### src/rtl/pulse_cdc_sched.sv
// pulse_cdc_sched
// Round-robin scheduler in front of a shared fast-to-slow pulse synchronizer.
// Event strobes from NUM_REQ sources are counted per source (saturating).
// One pulse is launched at a time. Each launch is followed by GAP forced idle
// cycles so that the slow domain can resolve every pulse.
//
// Ports
//   sys_clk      in   fast-domain clock, rising edge
//   sys_rst      in   asynchronous active-high reset
//   req_pulse    in   [NUM_REQ]  per-source event strobe, one event per high sample
//   enable       in   gates the start of new launches (sampled only in IDLE)
//   clr_ovf      in   clears all overflow flags (a same-cycle set wins)
//   launch       out  one-cycle registered pulse to the shared channel
//   launch_id    out  [ID_W]  source index of the launch; holds between launches
//   pending_any  out  any per-source counter nonzero
//   busy         out  FSM in LAUNCH or GAP
//   overflow     out  [NUM_REQ]  sticky: an event was lost to counter saturation
//   o_dbg_state  out  [2]  current FSM state (IDLE=0, LAUNCH=1, GAP=2)
//
// Channel protocol: there is no back-pressure. launch is a single-cycle strobe
// and launch_id is valid only while launch=1. Successive launch rising edges
// are always at least GAP+2 cycles apart.
module pulse_cdc_sched #(
   parameter int NUM_REQ = 4,
   parameter int CNT_W   = 4,
   parameter int GAP     = 8
) (
   input  logic                       sys_clk,
   input  logic                       sys_rst,
   input  logic [NUM_REQ-1:0]         req_pulse,
   input  logic                       enable,
   input  logic                       clr_ovf,
   output logic                       launch,
   output logic [$clog2(NUM_REQ)-1:0] launch_id,
   output logic                       pending_any,
   output logic                       busy,
   output logic [NUM_REQ-1:0]         overflow,
   output logic [1:0]                 o_dbg_state
);

   localparam int ID_W  = $clog2(NUM_REQ);
   localparam int GAP_W = $clog2(GAP + 1);
   localparam logic [CNT_W-1:0] CNT_MAX = '1;

   typedef enum logic [1:0] {
      ST_IDLE   = 2'd0,
      ST_LAUNCH = 2'd1,
      ST_GAP    = 2'd2
   } state_t;

   state_t             r_state;
   state_t             w_next;
   logic               w_start;
   logic               r_launch;
   logic [ID_W-1:0]    r_launch_id;
   logic [ID_W-1:0]    r_ptr;
   logic [GAP_W-1:0]   r_gap_cnt;
   logic [CNT_W-1:0]   r_cnt [NUM_REQ];
   logic [NUM_REQ-1:0] r_ovf;
   logic [NUM_REQ-1:0] w_nz;
   logic [NUM_REQ-1:0] w_dec;
   logic [NUM_REQ-1:0] w_ovf_set;
   logic [ID_W-1:0]    w_grant;
   logic               w_found;
   logic [ID_W:0]      w_sum;

   // Per-source status: nonzero count, decrement (launch of this source),
   // and overflow set (saturated with an increment that is not cancelled).
   always_comb begin
      w_nz      = '0;
      w_dec     = '0;
      w_ovf_set = '0;
      for (int i = 0; i < NUM_REQ; i++) begin
         w_nz[i]      = (r_cnt[i] != '0);
         w_dec[i]     = (r_state == ST_LAUNCH) && (r_launch_id == ID_W'(i));
         w_ovf_set[i] = req_pulse[i] && !w_dec[i] && (r_cnt[i] == CNT_MAX);
      end
   end

   // Round-robin grant: first nonzero counter at or after r_ptr, wrapping.
   // The index is formed with one spare bit so that the wrap is a subtract.
   always_comb begin
      w_found = 1'b0;
      w_grant = '0;
      w_sum   = '0;
      for (int off = 0; off < NUM_REQ; off++) begin
         w_sum = {1'b0, r_ptr} + (ID_W+1)'(off);
         if (w_sum >= (ID_W+1)'(NUM_REQ)) begin
            w_sum = w_sum - (ID_W+1)'(NUM_REQ);
         end
         if (!w_found && w_nz[w_sum[ID_W-1:0]]) begin
            w_found = 1'b1;
            w_grant = w_sum[ID_W-1:0];
         end
      end
   end

   // FSM state register
   always_ff @(posedge sys_clk or posedge sys_rst) begin
      if (sys_rst) begin
         r_state <= ST_IDLE;
      end else begin
         r_state <= w_next;
      end
   end

   // FSM next state. enable is looked at only in IDLE, so a started launch
   // always runs through LAUNCH and the full GAP.
   always_comb begin
      w_next  = r_state;
      w_start = 1'b0;
      case (r_state)
         ST_IDLE: begin
            if (enable && w_found) begin
               w_next  = ST_LAUNCH;
               w_start = 1'b1;
            end
         end
         ST_LAUNCH: w_next = ST_GAP;
         ST_GAP: begin
            if (r_gap_cnt == '0) begin
               w_next = ST_IDLE;
            end
         end
         default: w_next = ST_IDLE;
      endcase
   end

   // Launch strobe, tag, pointer and gap timer
   always_ff @(posedge sys_clk or posedge sys_rst) begin
      if (sys_rst) begin
         r_launch    <= 1'b0;
         r_launch_id <= '0;
         r_ptr       <= '0;
         r_gap_cnt   <= '0;
      end else begin
         r_launch <= w_start;
         if (w_start) begin
            r_launch_id <= w_grant;
         end
         if (r_state == ST_LAUNCH) begin
            r_ptr     <= (r_launch_id == ID_W'(NUM_REQ-1)) ? '0 : r_launch_id + 1'b1;
            r_gap_cnt <= GAP_W'(GAP - 1);
         end else if ((r_state == ST_GAP) && (r_gap_cnt != '0)) begin
            r_gap_cnt <= r_gap_cnt - 1'b1;
         end
      end
   end

   // Pending counters. An event arriving in the same cycle as its own
   // launch cancels the decrement, so no event is ever lost there.
   always_ff @(posedge sys_clk or posedge sys_rst) begin
      if (sys_rst) begin
         for (int i = 0; i < NUM_REQ; i++) begin
            r_cnt[i] <= '0;
         end
         r_ovf <= '0;
      end else begin
         for (int i = 0; i < NUM_REQ; i++) begin
            case ({req_pulse[i], w_dec[i]})
               2'b10: begin
                  if (r_cnt[i] != CNT_MAX) begin
                     r_cnt[i] <= r_cnt[i] + 1'b1;
                  end
               end
               2'b01:   r_cnt[i] <= r_cnt[i] - 1'b1;
               default: r_cnt[i] <= r_cnt[i];
            endcase
         end
         // Set has priority over clear.
         r_ovf <= (r_ovf & ~{NUM_REQ{clr_ovf}}) | w_ovf_set;
      end
   end

   assign launch      = r_launch;
   assign launch_id   = r_launch_id;
   assign pending_any = |w_nz;
   assign busy        = (r_state != ST_IDLE);
   assign overflow    = r_ovf;
   assign o_dbg_state = r_state;

endmodule

### config.mk
export PLATFORM = sky130hd
export DESIGN_NAME = pulse_cdc_sched
export DESIGN_NICKNAME = d
export VERILOG_FILES = /design/src/rtl/pulse_cdc_sched.sv
export SDC_FILE = /design/constraint.sdc
export NUM_CORES = 1
export LEC_CHECK = 0
export CAP_MARGIN = 0
export CORE_ASPECT_RATIO = 1.75
export CORE_MARGIN = 3
export CORE_UTILIZATION = 40
export CTS_BUF_LIST = sky130_fd_sc_hd__clkbuf_2 sky130_fd_sc_hd__clkbuf_4 sky130_fd_sc_hd__clkbuf_8
export DETAILED_ROUTE_END_ITERATION = 6
export GPL_TIMING_DRIVEN = 0
export SLEW_MARGIN = 10
export SYNTH_ARGS = -nofsm -noshare
export SYNTH_HDL_FRONTEND = slang
export SYNTH_SLANG_ARGS = --single-unit
### constraint.sdc
create_clock -name sys_clk -period 2.7 [get_ports sys_clk]
set_clock_uncertainty 0.1 [all_clocks]
set_input_delay 0.54 -clock sys_clk [delete_from_list [all_inputs] [get_ports sys_clk]]
set_output_delay 0.54 -clock sys_clk [all_outputs]
set_load 0.03 [all_outputs]
### After elaboration in Yosys (flattened, before gate mapping)

Index checks and enable logic that the tools add are counted.

| operators by class | value |
|---|---|
| add/subtract/negate cells | 17 |
| $lt $le $gt $ge | 8 |
| equality and inequality tests | 27 |
| muxes and demuxes | 36 |
| bitwise logic cells | 3 |
| reduce and logical (&&, ||, !) cells | 44 |

Operator list:

| kind | count |
|---|---|
| $pmux W4 S2 | 4 |
| $mux W4 | 6 |
| $mux W2 | 11 |
| $reduce_bool A4 Y1 | 5 |
| $sub A4 B1 Y4 const B | 5 |
| $logic_and A1 B1 Y1 | 17 |
| $add A4 B1 Y4 const B | 4 |
| $eq A4 B4 Y1 const B | 4 |
| $ne A4 B4 Y1 const B | 4 |
| $eq A2 B2 Y1 const B | 7 |
| $eq A2 B1 Y1 const B | 6 |
| $lt A2 B3 Y1 const B | 4 |
| $ne A2 B2 Y1 const B | 6 |
| $reduce_bool A2 Y1 | 6 |
| $mux W1 | 10 |
| $reduce_and A2 Y1 | 5 |
| $ge A3 B3 Y1 const B | 3 |
| $bmux W1 S2 | 4 |
| $sub A2 B1 Y2 const B | 4 |
| $logic_not A1 Y1 | 7 |
| $add A2 B2 Y3 const B | 2 |
| $pmux W2 S3 | 1 |
| $and A4 B4 Y4 | 1 |
| $logic_not A2 Y1 | 2 |
| 7 further kinds | 7 |

| storage, ports and cells | value |
|---|---|
| bits in registers | 31 |
| output and inout bits | 11 |

### Depth between registers and ports, before layout

| depth | value |
|---|---|
| depth after elaboration | 17 |
| gate-level depth with buffers | 10 |

### Worst setup path before layout

Ideal clock, no wire load.

| path | value |
|---|---|
| path type | register -> register |
| from | register r_launch_id[0] (netlist: launch_id[0]) |
| to | register r_cnt[11] (netlist bit) |
| library setup time | 79 ps |
| arrival | 2189 ps |
| data required time | 2521 ps |
| slack | 332 ps |
| stages on the path, launching flop included | 10 |
| path buffers | 0 |
| clock period less this slack | 2368 ps |
| cell sequence | dfrtp_1 ha_1 nand3b_1 or2_2 inv_1 ha_1 a21o_2 a21oi_1 mux2i_1 xor2_1 |

| on the way | value |
|---|---|
| cells in the longest elaborated chain, start to end | 5 |

RTL lines:

| what | RTL line | source |
|---|---|---|
| from (decl) | 55 | `logic [ID_W-1:0] r_launch_id;` |
| from (signal assigned) | 139 | `r_launch_id <= w_grant;` |
| $eq A2 B1 Y1 (*) | 75 | `w_dec[i] = (r_state == ST_LAUNCH) && (r_launch_id == ID_W'(i));` |
| $logic_and A1 B1 Y1 (*) | 75 |  |
| $eq A2 B2 Y1 or $eq A2 B1 Y1 (tied branches) | 160 | `case ({req_pulse[i], w_dec[i]})` |
| $ne A2 B2 Y1 (no line) or $reduce_bool A2 Y1 (tied branches) | -- |  |
| $reduce_and A2 Y1 (no line) | -- |  |
| to (signal, indexed assignment) | 163 | `r_cnt[i] <= r_cnt[i] + 1'b1;` |
| to (signal, indexed assignment) | 166 | `2'b01: r_cnt[i] <= r_cnt[i] - 1'b1;` |
| to (signal, indexed assignment) | 167 | `default: r_cnt[i] <= r_cnt[i];` |
| to (decl) | 58 | `logic [CNT_W-1:0] r_cnt [NUM_REQ];` |

Mark *: on every way between the ends. The rest lies on a longest branch, timed or not.
A chain may end at the register's enable or synchronous reset.

### Worst setup path in the final report

| path | value |
|---|---|
| from | register r_cnt[8] (netlist bit) |
| to | output port pending_any |

| on the way | value |
|---|---|
| cells in the longest elaborated chain, start to end | 2 |

RTL lines:

| what | RTL line | source |
|---|---|---|
| $reduce_bool A4 Y1 | 74 | `w_nz[i] = (r_cnt[i] != '0);` |
| $reduce_or A4 Y1 | 177 | `assign pending_any = \|w_nz;` |
| to (decl) | 35 | `output logic pending_any,` |

Every way passes these cells.

==> metrics <==
setup TNS 0 ns; Gate Count Post-Synth 178; number of max-cap violations 0; unrepaired setup endpoints after global routing false; Final setup viols 0; Worst path slowest cell or4_4; Congestion Overflow GR 0; DP HPWL 2900 um; WL per Instance 14.6 um; ANT cells 0; Crit Path Class reg2out; nets 228; first-pass GRT wire length 6430 um; crit end category primary output; Area Growth Syn to Fin 18.1%; Routed WL 3720 um; H-tree depth 2; 1st-iter DRT viols 62; Netlist Area Pre-Place 1860 um^2; DRT Pass-1 Iters 4; CTS tree yes; syn_area_per_cell 10.4 um^2; slowest cell delay on critical path 0.60 ns; fin crit share 0.947; die area 5530 um^2; Starting Density 0.418; Distinct cells, synth 35; Yosys warnings 0; CP max FO 5; Startpoint Class flop; post-synth top area share 0.417; number of synthesized register bits 31; Via Count 1388; Hold Path Class reg2reg; antenna violations before repair 0; Final GP Congestion 0.822; Final Max Slew Viols 0; Tot Pwr 2.49 mW; Seq/Total Area, Yosys 0.417; hold_buf cts 0; vias in the first global route 1416; top_reg_cell synth dfrtp_1; Die Span Y 96.2 um; gr usage total 0.153; vias per inst 5.46; top post-synthesis cells by area dfrtp_1, ha_1, inv_1, fa_1, mux2i_1; share of layout cells above drive strength 1 0.123; PortBufs 18; static leakage 1.06 nW; EDFF count, synth 0; final hold slack 0.409 ns; number of CTS-inserted buffers 5; Final Hold Violating Endpoints 0; largest net degree at the start of global routing 32; pwr dens 1130 nW/um^2; Crit path arrival time 1.92 ns; Synth top cells by count dfrtp_1, inv_1, nand2_1; Die Wd 57.5 um; sequence of cells on the critical path or4_4 > nor2_1 > nand3_1 > dlygate4sd2_1; final routed DRC violation total 0; Routed Antenna Nets 0; IO Count 19; Slew @ Worst Pin 0.667 ns; async set-reset flop share out of synthesis 1.00; Synth area leader dfrtp_1; CTS max path bufs 2; most common cell in the netlist dfrtp_1; clock root cell clkbuf_8; FMAX 391 MHz; Post-Syn Nets 203; clock slew at reported path FFs 0.06 ns; Worst Path Required 2.06 ns; Max-slew headroom 0.555; Clk Latency, worst-skew pair 0.28 ns; status complete, no violations; worst vdd ir 0.562 mV; Row Count 32; postcts setup bufs 0; area of the core 4440 um^2; minimum clock period 2.56 ns; CTS Sinks 31
[routing by layer]
metal	vias up	global-route usage	share of wire
met5	-	0	0
met4	0	0.0658	0.015
met3	7	0.0483	0.034
met2	22	0.274	0.54
met1	690	0.160	0.41
li1	669	-	-
[power breakdown]
| part | switching, mW | internal (mW) |
|---|---|---|
| sequential | 0.263 | 0.686 |
| clock | 0.161 | 0.199 |
| combinational | 0.605 | 0.578 |
| total | 1.03 | 1.46 |
[placed cells by master (no fill, tap or decap), types with 5 or more instances in the layout]
master           instances
dfrtp_1                 31
inv_1                   24
clkdlybuf4s50_1         17
nand2_1                 14
ha_1                    13
xnor2_1                  8
mux2i_1                  8
or2_2                    6
clkbuf_8                 6
nand3_1                  5
o22ai_1                  5
a21oi_1                  5
xor2_1                   5
[cell families after synthesis]
group           share of synthesized area
compound gates                      0.107
xor+xnor                           0.0612
fa+ha+maj                           0.131
buf+inv                            0.0545
flops                               0.417
mux                                0.0673
simple gates                        0.162
[final cells by class]
type	count	area, um^2
fillers	410	2250
multi-input cells	121	988
flip-flops and latches	31	776
repair buffers	18	179
inverters	25	93.8
clock buffers	6	82.6
well taps	51	63.8
plain buffers	1	7.51
clock inverters	1	5.00
[final timing paths]
path,depth (start not counted),endpoint,slack [ns],start
setup / recovery,4,pending_any,0.14,r_cnt[8]
hold / removal,1,r_cnt[3],0.41,r_cnt[3]
setup reg to reg,10,r_cnt[7],0.24,launch_id[0]
hold reg to reg,1,r_cnt[3],0.41,r_cnt[3]
max in group asynchronous,2,r_gap_cnt[2],1.48,sys_rst
min in group asynchronous,2,overflow[0],0.58,sys_rst
[worst max-delay path, delay by kind of cell (launching register included)]
family,cells,cell delay [ns]
simple gates,3,0.83
flops,1,0.41
buf+inv,1,0.39
[registers in the layout, summed over array words and instances (netlist names)]
| name | flops |
|---|---|
| overflow | 4 |
| r_cnt | 16 |
| o_dbg_state | 2 |
| launch_id | 2 |
| r_ptr | 2 |
| r_gap_cnt | 4 |
| launch | 1 |
[per-stage QoR]
step / cell area (um^2) / util / setup WS [ns] / std cells
floorplan: 1860 / - / 0.332 / 178
global placement: 2100 / 0.473 / 0.122 / 247
detailed placement: 2100 / 0.473 / 0.0573 / 247
CTS: 2190 / 0.493 / 0.137 / 254
global route: 2200 / 0.494 / 0.0157 / 254
finish: 2200 / 0.494 / 0.144 / 254
[what timing repair did]
action / in CTS / in global routing
setup endpoints to repair: 1 / 1
pin swaps: 0 / 0
resized for setup: 1 / 1
gates cloned: 0 / 0
Note: power is estimated with default switching activity, not from simulation.
